`src/rtl/addr_seq_pkg.sv`:
```
// addr_seq_pkg: mode encodings and FSM state type for the ROM address sequencer
package addr_seq_pkg;
  localparam logic [1:0] MODE_LOOP     = 2'b00;
  localparam logic [1:0] MODE_PINGPONG = 2'b01;
  localparam logic [1:0] MODE_ONESHOT  = 2'b10;
  localparam logic [1:0] MODE_HOLD     = 2'b11;
  typedef enum logic [1:0] {ST_IDLE, ST_RUN, ST_DONE} state_t;
endpackage

```
`src/rtl/addr_seq_gen_if.sv`:
```
// addr_seq_gen_if: game-control side request signals and ROM-side address outputs
interface addr_seq_gen_if #(
  parameter int ADDR_W = 12,
  parameter int LVL_W  = 3,
  parameter int SEG_W  = 8
);
  logic [LVL_W-1:0]  level;
  logic [1:0]        mode;
  logic [SEG_W-1:0]  len;
  logic              start;
  logic              pause;
  logic [ADDR_W-1:0] address_out;
  logic              valid;
  logic              step;
  logic              done;
  modport master (output level, mode, len, start, pause, input address_out, valid, step, done);
  modport slave  (input level, mode, len, start, pause, output address_out, valid, step, done);
endinterface

```
`src/rtl/addr_seq_prescaler.sv`:
```
// addr_seq_prescaler: counts 0..DIV-1 while enabled, tick in the terminal-count cycle
module addr_seq_prescaler #(
  parameter int DIV = 400000
) (
  input  logic pclk,
  input  logic rst_n,
  input  logic clr,
  input  logic en,
  output logic tick
);
  localparam int CW = DIV > 1 ? $clog2(DIV) : 1;
  logic [CW-1:0] cnt;
  assign tick = en && cnt == CW'(DIV - 1);
  always_ff @(posedge pclk or negedge rst_n)
    if (!rst_n) cnt <= '0;
    else if (clr) cnt <= '0;
    else if (en) cnt <= tick ? '0 : cnt + 1'b1;
endmodule

```
`src/rtl/addr_seq_gen.sv`:
```
// addr_seq_gen: level-indexed ROM address sequencer (loop/ping-pong/one-shot/hold)
// ADDR_SEQ_PINGPONG_EN builds ping-pong mode; otherwise mode 01 runs as loop.
module addr_seq_gen
  import addr_seq_pkg::*;
#(
  parameter int ADDR_W = 12,
  parameter int LVL_W  = 3,
  parameter int SEG_W  = 8,
  parameter int DIV    = 400000
) (
  input logic pclk,
  input logic rst_n,
  addr_seq_gen_if.slave bus
);
  state_t           state, nxt_state;
  logic [LVL_W-1:0] level_q, nxt_level;
  logic [SEG_W-1:0] len_q, idx, nxt_idx, adv_idx, loop_idx, wrap_idx;
  logic             restart, en, tick, at_top;
`ifdef ADDR_SEQ_PINGPONG_EN
  logic             dir, mode_chg, go_down;
  logic [1:0]       mode_q;
  logic [SEG_W-1:0] pp_idx;
`endif
  addr_seq_prescaler #(.DIV(DIV)) u_pre (
    .pclk (pclk),
    .rst_n(rst_n),
    .clr  (restart),
    .en   (en),
    .tick (tick)
  );
  always_comb begin
    restart  = bus.start || (state != ST_IDLE && bus.level != level_q);
    en       = state == ST_RUN && !bus.pause;
    at_top   = idx == len_q;
    loop_idx = at_top ? '0 : idx + 1'b1;
`ifdef ADDR_SEQ_PINGPONG_EN
    mode_chg = bus.mode != mode_q;
    go_down  = (dir && !mode_chg) ? idx != '0 : at_top;
    pp_idx   = len_q == '0 ? idx : go_down ? idx - 1'b1 : idx + 1'b1;
    wrap_idx = bus.mode == MODE_PINGPONG ? pp_idx : loop_idx;
`else
    wrap_idx = loop_idx;
`endif
    adv_idx   = bus.mode == MODE_HOLD ? idx :
                bus.mode == MODE_ONESHOT ? (at_top ? idx : idx + 1'b1) : wrap_idx;
    nxt_idx   = restart ? '0 : tick ? adv_idx : idx;
    nxt_level = restart ? bus.level : level_q;
    nxt_state = restart ? ST_RUN :
                (tick && bus.mode == MODE_ONESHOT && at_top) ? ST_DONE : state;
  end
  always_ff @(posedge pclk or negedge rst_n)
    if (!rst_n) begin
      state           <= ST_IDLE;
      level_q         <= '0;
      len_q           <= '0;
      idx             <= '0;
      bus.address_out <= '0;
      bus.valid       <= 1'b0;
      bus.step        <= 1'b0;
      bus.done        <= 1'b0;
    end else begin
      state           <= nxt_state;
      level_q         <= nxt_level;
      idx             <= nxt_idx;
      if (bus.start) len_q <= bus.len;
      bus.address_out <= nxt_state == ST_IDLE ? '0 : ADDR_W'({nxt_level, nxt_idx});
      bus.valid       <= nxt_state != ST_IDLE;
      bus.step        <= !restart && tick && adv_idx != idx;
      bus.done        <= nxt_state == ST_DONE;
    end
`ifdef ADDR_SEQ_PINGPONG_EN
  // direction only matters in ping-pong; any other mode or a mode switch parks it at up
  always_ff @(posedge pclk or negedge rst_n)
    if (!rst_n) begin
      dir    <= 1'b0;
      mode_q <= MODE_LOOP;
    end else begin
      mode_q <= bus.mode;
      dir    <= (restart || bus.mode != MODE_PINGPONG) ? 1'b0 : tick ? go_down : dir && !mode_chg;
    end
`endif
endmodule
```
`src/flat_wrapper.sv`:
```
// flat-port wrapper written by rule: the top's interface ports become plain ports
module addr_seq_gen_flat import addr_seq_pkg::*;
#(
  parameter int ADDR_W = 12,
  parameter int LVL_W  = 3,
  parameter int SEG_W  = 8,
  parameter int DIV    = 400000
)
  (pclk, rst_n, bus_level, bus_mode, bus_len, bus_start, bus_pause, bus_address_out, bus_valid, bus_step, bus_done);
  addr_seq_gen_if #(.ADDR_W(ADDR_W), .LVL_W(LVL_W), .SEG_W(SEG_W)) bus_i ();
  input logic pclk;
  input logic rst_n;
  input wire logic [$bits(bus_i.level)-1:0] bus_level;
  input wire logic [$bits(bus_i.mode)-1:0] bus_mode;
  input wire logic [$bits(bus_i.len)-1:0] bus_len;
  input wire logic [$bits(bus_i.start)-1:0] bus_start;
  input wire logic [$bits(bus_i.pause)-1:0] bus_pause;
  output wire logic [$bits(bus_i.address_out)-1:0] bus_address_out;
  output wire logic [$bits(bus_i.valid)-1:0] bus_valid;
  output wire logic [$bits(bus_i.step)-1:0] bus_step;
  output wire logic [$bits(bus_i.done)-1:0] bus_done;
  assign bus_i.level = bus_level;
  assign bus_i.mode = bus_mode;
  assign bus_i.len = bus_len;
  assign bus_i.start = bus_start;
  assign bus_i.pause = bus_pause;
  assign bus_address_out = bus_i.address_out;
  assign bus_valid = bus_i.valid;
  assign bus_step = bus_i.step;
  assign bus_done = bus_i.done;
  addr_seq_gen #(.ADDR_W(ADDR_W), .LVL_W(LVL_W), .SEG_W(SEG_W), .DIV(DIV)) u_core (.pclk(pclk), .rst_n(rst_n), .bus(bus_i));
endmodule
```
`config.mk`:
```
export PLATFORM = sky130hd
export DESIGN_NAME = addr_seq_gen_flat
export DESIGN_NICKNAME = d
export VERILOG_FILES = /design/src/rtl/addr_seq_pkg.sv /design/src/rtl/addr_seq_gen_if.sv /design/src/rtl/addr_seq_prescaler.sv /design/src/rtl/addr_seq_gen.sv /design/src/flat_wrapper.sv
export SDC_FILE = /design/constraint.sdc
export NUM_CORES = 1
export LEC_CHECK = 0
export CAP_MARGIN = 20
export CORE_AREA = 2 2 77 79
export CTS_CLUSTER_SIZE = 30
export DETAILED_ROUTE_END_ITERATION = 7
export DIE_AREA = 0 0 79 81
export HOLD_SLACK_MARGIN = 0.12
export PLACE_DENSITY = 0.83
export SLEW_MARGIN = 25
export SYNTH_ARGS = -nofsm -noshare
export SYNTH_HDL_FRONTEND = slang
export SYNTH_HIERARCHICAL = 1
export SYNTH_SLANG_ARGS = --single-unit
export TNS_END_PERCENT = 20
```
`constraint.sdc`:
```
create_clock -name pclk -period 3.8 [get_ports pclk]
set_clock_uncertainty 0.15 [all_clocks]
set_input_delay 0.57 -clock pclk [delete_from_list [all_inputs] [get_ports pclk]]
set_output_delay 0.57 -clock pclk [all_outputs]
set_load 0.05 [all_outputs]
```
==> impl_results.md, run 1 <==
- Final ANT Viol Nets: 0
- Initial antenna violation count: 0
- R2R Setup Slk: 0.94 ns
- CP startpoint: bus_pause
- Max-cap viol count: 0
- CP Capture Point: u_core/bus.address_out[3]$_DFF_PN0_
- Critical path launch point type: primary input
- Fmax: 325 MHz
- Maximum fanout along the worst path: 9
- YS warnings: 6
- Global Route met3 Usage: 4.22%
- Largest family of logic cells by synthesized area: simple AND/OR/NAND/NOR gates
- Busiest grt layer: met2
- Reg-to-reg startpoint: u_core/state[1]$_DFF_PN0_
- Initial Util: 54.8%
- Number of core rows: 28
- Final Slew Violations: 0
- EDFF count, synth: 0
- Drt drc: 0
- Post-CTS sizing: 0
- Cell Pwr Density: 297 nW/µm²
- Min-Delay Path Class: register to register
- Commonest non-fill, non-tap cell in the layout: dfrtp_1
- M2 GR Usage: 35.3%
- Sink Count: 54
- Minimum clock period: 3.08 ns
- CP Cell Sequence: clkdlybuf4s50_1, nor3b_1, nand4_1, or3_4, inv_1, nor2b_1, a41oi_1, or2_0, a311oi_2
- CTS H-tree depth: 2
- Clk slew on worst S/H paths: 0.10 ns
- Largest net degree at the start of global routing: 29
- CTS tree: yes
- Detailed Route Iter0 Violations: 180
- Post-Synthesis Cell Area: 3110 µm²
- Syn nets: 322
- Top-level port count: 32
- Post-Synth XOR/XNOR Area: 9.30%
- # nets final: 352
- Yosys reg bits: 54
- Routed wire length per instance: 15.6 µm
- Via count: 2418
- Most used DFF post-synth: dfrtp_1
- Fin crit share: 80.9%
- Drt total wl: 6360 µm
- Hold path start: u_core/level_q[2]$_DFF_PN0_
- VDD IR-drop max: 0.182 mV
- Layout fillers: 482
- CP Data Arrival Time: 3.14 ns
- Actual slew at the worst max-slew pin: 0.620 ns
- Met1 global-route usage: 26.8%
- Clock buffer count from CTS: 5
- Vias/cell: 5.94
- Longest Clk Path Bufs: 2
- Commonest non-fill, non-tap cells in the layout: dfrtp_1, clkdlybuf4s50_1, nor2_1, nand2_1
- RSZ-0062 raised after global routing: false
- Share of layout cells above drive strength 1: 15.1%
- All-Layer GR Usage: 21.0%
- Critical path class: primary input to register
- DRT Pass-1 Iters: 4
- Post-synthesis average cell area: 10.3 µm²
- Synth Area in Compound Gates: 13.6%
- Register area share after synthesis: 43.5%
- Crit path depth: 9
- Setup TNS: 0 ns
- Cell area after layout: 3530 µm²
- Max_slew headroom: 58.7%
- Crit path largest cell delay: 0.42 ns
- Outcome: finished clean
- Routability congestion estimate: 0.882
- Total grt overflow: 0
- Hold Fails Final Rpt: 0
- Crit Reg-Reg Endpoint: u_core/bus.address_out[3]$_DFF_PN0_
- Adder-cell share of the synthesized area: 1.21%
- Area grow syn2layout: 13.5%
- Leakage power: 1.40 nW
- Clk Latency, worst-skew pair: 0.31 ns
- Core area: 5680 µm²
- Port Buffers: 30
- Vias in the first global route: 2296
- Die width: 79 µm
- DP HPWL: 4560 µm
- Root buf cell: clkbuf_8
- Setup Viol. Count Final: 0
- Die Footprint: 6400 µm²
- Crit path buf inv count: 2
- First-pass GRT wire length: 10600 µm
- Cells after Synth: 302
- Crit-path leading delay family: simple AND/OR/NAND/NOR gates
- Inserted Diodes: 0
- Setup crit end kind: register
- Worst R2R Path Depth: 8
- Post-synthesis mux area share: 3.26%
- Worst path required time: 3.86 ns
- Area after DPL: 3430 µm²
- Simple-gate share of the synthesized area: 23.7%
- Netlist cell types: 70
- Die height: 81 µm
- Ys async rst share: 100%
- Slowest-stage cell, CP: clkdlybuf4s50_1
## final cells by class
type,count,area (µm²),share of cell area [%]
clock buffers,5,68.8,1.95
clock inverters,2,15.0,0.426
inverters,15,56.3,1.60
multi-input cells,219,1590,45.1
flip-flops and latches,54,1350,38.3
well taps,75,93.8,2.66
repair buffers,37,350,9.93
## how the worst min path moves through the flow
stage / endpoint / slack [ns] / cells past startpoint
6_report: u_core/level_q[2]$_DFF_PN0_ / 0.37 / 2
3_3_place_gp: u_core/level_q[1]$_DFF_PN0_ / 0.35 / 2
2_1_floorplan: u_core/bus.address_out[0]$_DFF_PN0_ / 0.12 / 0
4_1_cts: u_core/level_q[2]$_DFF_PN0_ / 0.38 / 2
3_5_place_dp: u_core/level_q[2]$_DFF_PN0_ / 0.35 / 2
5_1_grt: u_core/level_q[0]$_DFF_PN0_ / 0.40 / 2
## logic make-up (layout without fill, tap and decap cells)
group,count (synthesis),after routing
compound gates,55,55
mux,9,9
flops,54,54
simple gates,127,127
other cells,1,1
buf+inv,29,59
fa+ha+maj,3,3
xor+xnor,24,24
## worst register-to-register path, delay by kind of cell (launching register included)
kind	cells	cell delay, ns
AOI/OAI and AO/OA	2	0.40
and+or+nand+nor	5	1.56
DFF	1	0.43
buffers and inverters	1	0.22
## cells in the mapped netlist, types with 3 or more instances
master,count,share of area (%)
dfrtp_1,54,43
inv_1,14,1.7
nor2_1,29,3.5
and4_1,5,1.4
ha_1,3,1.2
a311oi_2,3,1.4
and3_1,5,1.0
or2_1,3,0.60
nor3_1,7,1.1
or3_1,4,0.81
mux2_2,8,2.9
nand2b_1,3,0.60
xnor2_1,9,2.5
a21oi_1,15,2.4
xnor2_2,3,1.6
nand4_1,6,1.2
nor2b_1,5,1.0
buf_6,6,2.2
nand3_1,15,2.4
nand2_1,24,2.9
clkbuf_1,3,0.36
o21ai_0,6,0.97
xnor2_4,3,2.7
o211ai_1,3,0.72
xor2_1,9,2.5
## report_power, final
part / internal, mW / total [mW] / switching [mW]
clock: 0.126 / 0.313 / 0.187
sequential: 0.589 / 0.603 / 0.0142
combinational: 0.0584 / 0.130 / 0.0717
total: 0.774 / 1.05 / 0.273
## state kept, by name, summed over array words and instances, names as in the netlist
signal and cells:
u_core/idx 8, u_core/level_q 3, u_core/bus.done 1, u_core/len_q 8, u_core/bus.step 1, u_core/bus.address_out 11
u_core/u_pre/cnt 19, u_core/state 2, u_core/bus.valid 1
## timing repair
item / CTS / global route
hold buffers: 1 / 0
setup buffers: 0 / 0
hold endpoints to repair: 5 / 0
## per-layer routing
layer | up-vias | wire length [µm]
met4 | 0 | 129
met1 | 1161 | 2750
met3 | 24 | 341
met5 | - | 0
met2 | 103 | 3140
li1 | 1130 | -
## stage by stage
step,utilization [%],hold slack (ns),power [mW],cells,worst slack (ns)
2_1_floorplan,-,0.124,0.693,302,0.919
3_3_place_gp,60.5,0.346,0.739,399,0.524
3_5_place_dp,60.5,0.354,0.743,399,0.436
4_1_cts,62.2,0.377,1.06,407,0.740
5_1_grt,62.2,0.403,1.09,407,0.489
6_report,62.2,0.370,1.05,407,0.725
Power figures use the tool's default switching activity.
==> inputs of run 2 (changes only) <==
--- a/config.mk
+++ b/config.mk
@@ -6,12 +6,12 @@
 export NUM_CORES = 1
 export LEC_CHECK = 0
 export CAP_MARGIN = 20
-export CORE_AREA = 2 2 77 79
+export CORE_AREA = 2 2 82 84
 export CTS_CLUSTER_SIZE = 30
 export DETAILED_ROUTE_END_ITERATION = 7
-export DIE_AREA = 0 0 79 81
+export DIE_AREA = 0 0 84 86
 export HOLD_SLACK_MARGIN = 0.12
-export PLACE_DENSITY = 0.83
+export PLACE_DENSITY = 0.77
 export SLEW_MARGIN = 25
 export SYNTH_ARGS = -nofsm -noshare
 export SYNTH_HDL_FRONTEND = slang
==> constraint.sdc (replaced) <==
create_clock -name pclk -period 2.65 [get_ports pclk]
set_clock_uncertainty 0.15 [all_clocks]
set_input_delay 0.3975 -clock pclk [delete_from_list [all_inputs] [get_ports pclk]]
set_output_delay 0.3975 -clock pclk [all_outputs]
set_load 0.05 [all_outputs]
==> run 2 against run 1 <==
Effect of this change: sequential share of layout area down 1.2 points; die area up 13%; setup slack worse by 0.59 ns; via count unchanged; cell area up 3.3%; highest routed layer unchanged.
==> impl_results.md, run 2 (synthesis results as in run 1) <==
- Port Buffers: 30 (unchanged)
- Largest net degree at the start of global routing: 42 (+45%)
- Min-Delay Path Class: register to register
- VDD IR-drop max: 0.266 mV (+46%)
- Routability congestion estimate: 0.910 (+3.1%)
- Initial antenna violation count: 0 (unchanged)
- Longest Clk Path Bufs: 2 (unchanged)
- Met1 wire length: 2860 µm (+3.9%)
- Initial Util: 49.5% (-5.3 points)
- Leakage power: 1.47 nW (+5.4%)
- Routed wire length per instance: 14.9 µm (-4.7%)
- Critical path launch point type: register
- All-Layer GR Usage: 18.3% (-2.7 points)
- Max-cap viol count: 0 (unchanged)
- Actual slew at the worst max-slew pin: 0.893 ns (+0.274 ns)
- Setup Viol. Count Final: 0 (unchanged)
- Die height: 86 µm (+6.2%)
- Largest registers: u_core/u_pre/cnt x19, u_core/bus.address_out x11
- Clk slew on worst S/H paths: 0.11 ns (about the same)
- Placed insts: 412 (+3.3%)
- Sw power: 411 µW (+51%)
- Commonest non-fill, non-tap cell in the layout: dfrtp_1
- Number of core rows: 29 (+3.6%)
- Die Footprint: 7220 µm² (+13%)
- Setup ws final: 0.134 ns (-0.591 ns)
- Outcome: finished clean
- Net Sw Frac: 26.3% (+0.29 points)
- Worst path required time: 2.72 ns (-1.14 ns)
- First-pass GRT wire length: 10700 µm (+1.4%)
- Wire length on met3: 261 µm (-23%)
- Drt total wl: 6270 µm (-1.4%)
- Via count: 2418 (unchanged)
- Sequential share of power: 55.5% (-2.2 points)
- Inserted Diodes: 0 (unchanged)
- Hold Fails Final Rpt: 0 (unchanged)
- Cell Pwr Density: 427 nW/µm² (+44%)
- CTS H-tree depth: 2 (unchanged)
- Final core utilization: 58.1% (-4.1 points)
- Clk Latency, worst-skew pair: 0.32 ns (about the same)
- Final ANT Viol Nets: 0 (unchanged)
- RSZ-0062 raised after global routing: true
- DRT Pass-1 Iters: 4 (unchanged)
- Setup TNS: 0 ns (unchanged)
- Vias in the first global route: 2283 (-0.57%)
- Clock power frac: 32.5% (+2.6 points)
- Area grow syn2layout: 17.3%
- Detailed Route Iter0 Violations: 139 (-23%)
- Non-Filler Instances: 421 (+3.4%)
- Routed wl met2: 3060 µm (-2.3%)
- Gate power share: 12.0% (-0.4 points)
- DR top layer: met4
- Final hold slack: 0.367 ns (-0.00346 ns)
- Top-level port count: 32 (unchanged)
- Top reg by flops: u_core/u_pre/cnt
- Fin crit share: 95.0%
- Die width: 84 µm (+6.3%)
- Share of layout cells above drive strength 1: 19.2% (+4.1 points)
- Final Slew Violations: 0 (unchanged)
- Minimum clock period: 2.52 ns
- DP HPWL: 4660 µm (+2.2%)
- Cell Int Power: 1.15 mW (+48%)
- Maximum fanout along the worst path: 8 (-1)
- Critical path class: register to register
- CP Data Arrival Time: 2.59 ns (-0.55 ns)
- Core area: 6280 µm² (+11%)
- Drt drc: 0 (unchanged)
- Max reg flops: 19 (unchanged)
- Setup crit end kind: register
- Post-CTS Repair Setup Buffers: 0 (unchanged)
- Setup Slack @ Placement: -0.189 ns (-0.625 ns)
- Commonest non-fill, non-tap cells in the layout: dfrtp_1, clkdlybuf4s50_1, nor2_1, nand2_1, buf_4
- Clock buffer count from CTS: 5 (unchanged)
- Fmax: 397 MHz
- Layout fillers: 561 (+16%)
- Root buf cell: clkbuf_8
- Total grt overflow: 0 (unchanged)
- CTS tree: yes
- Max_slew headroom: 40.5% (-18 points)
- # nets final: 363 (+3.1%)
- Sink Count: 54 (unchanged)
- Vias/cell: 5.74 (-3.3%)
==> run 2: worst paths after layout <==
path	startpoint	slack, ns	cells past startpoint	to
worst max-delay path	u_core/u_pre/cnt[16]$_DFFE_PN0P_	0.13	9	u_core/bus.address_out[6]$_DFF_PN0_
worst min-delay path	u_core/level_q[2]$_DFF_PN0_	0.37	2	u_core/level_q[2]$_DFF_PN0_
worst max register to register	u_core/u_pre/cnt[16]$_DFFE_PN0P_	0.13	9	u_core/bus.address_out[6]$_DFF_PN0_
worst min register to register	u_core/level_q[2]$_DFF_PN0_	0.37	2	u_core/level_q[2]$_DFF_PN0_
max in group asynchronous	rst_n	1.03	3	u_core/len_q[6]$_DFFE_PN0P_
min in group asynchronous	rst_n	0.57	2	u_core/u_pre/cnt[16]$_DFFE_PN0P_
==> run 2: critical path: stages, from the launching register on <==
cell and delay, ns:
dfrtp_2 0.45, nor4_4 0.29, nand3_2 0.15, or3_4 0.41, inv_1 0.07, buf_4 0.15
nand2_1 0.11, a21oi_4 0.23, a21oi_1 0.14, a311oi_2 0.26
==> run 2: area by class of cell <==
cell class                 instances  area [µm²]  share of cell area, %
multi-input combinational        219        1610                   44.1
sequential                        54        1350                   37.1
timing repair buffer              48         433                   11.9
tap                               77        96.3                   2.64
clock buffer                       6        82.6                   2.26
inverter                          15        56.3                   1.54
clock inverter                     2        17.5                  0.480
==> run 2: timing repair <==
item                                    4_1_cts  5_1_grt
hold buffers                                  1        0
endpoints found under the hold margin        40        0
endpoints found under the setup margin        0        7
gates resized for setup                       0        4
==> run 2: through the flow <==
| stage | cell area, µm² | power, mW |
|---|---|---|
| final | 3650 | 1.56 |
| after global routing | 3650 | 1.62 |
| after CTS | 3630 | 1.57 |
| after detailed placement | 3520 | 1.07 |
| after global placement | 3520 | 1.06 |
| after floorplan | 3110 | 0.993 |
==> run 2: power by group through the flow <==
stage / clock network (mW) / logic (mW) / registers, mW
global route: 0.546 / 0.204 / 0.868
floorplan: 0 / 0.0990 / 0.894
detailed placement: 0 / 0.187 / 0.881
global placement: 0 / 0.183 / 0.880
finish: 0.506 / 0.187 / 0.865
CTS: 0.519 / 0.189 / 0.865
==> run 2: routing by layer <==
metal	global-route usage, %	vias to the layer above
met5	0	-
met4	4.69	0
met1	25.5	1198
li1	-	1161
met3	3.75	8
met2	29.5	51
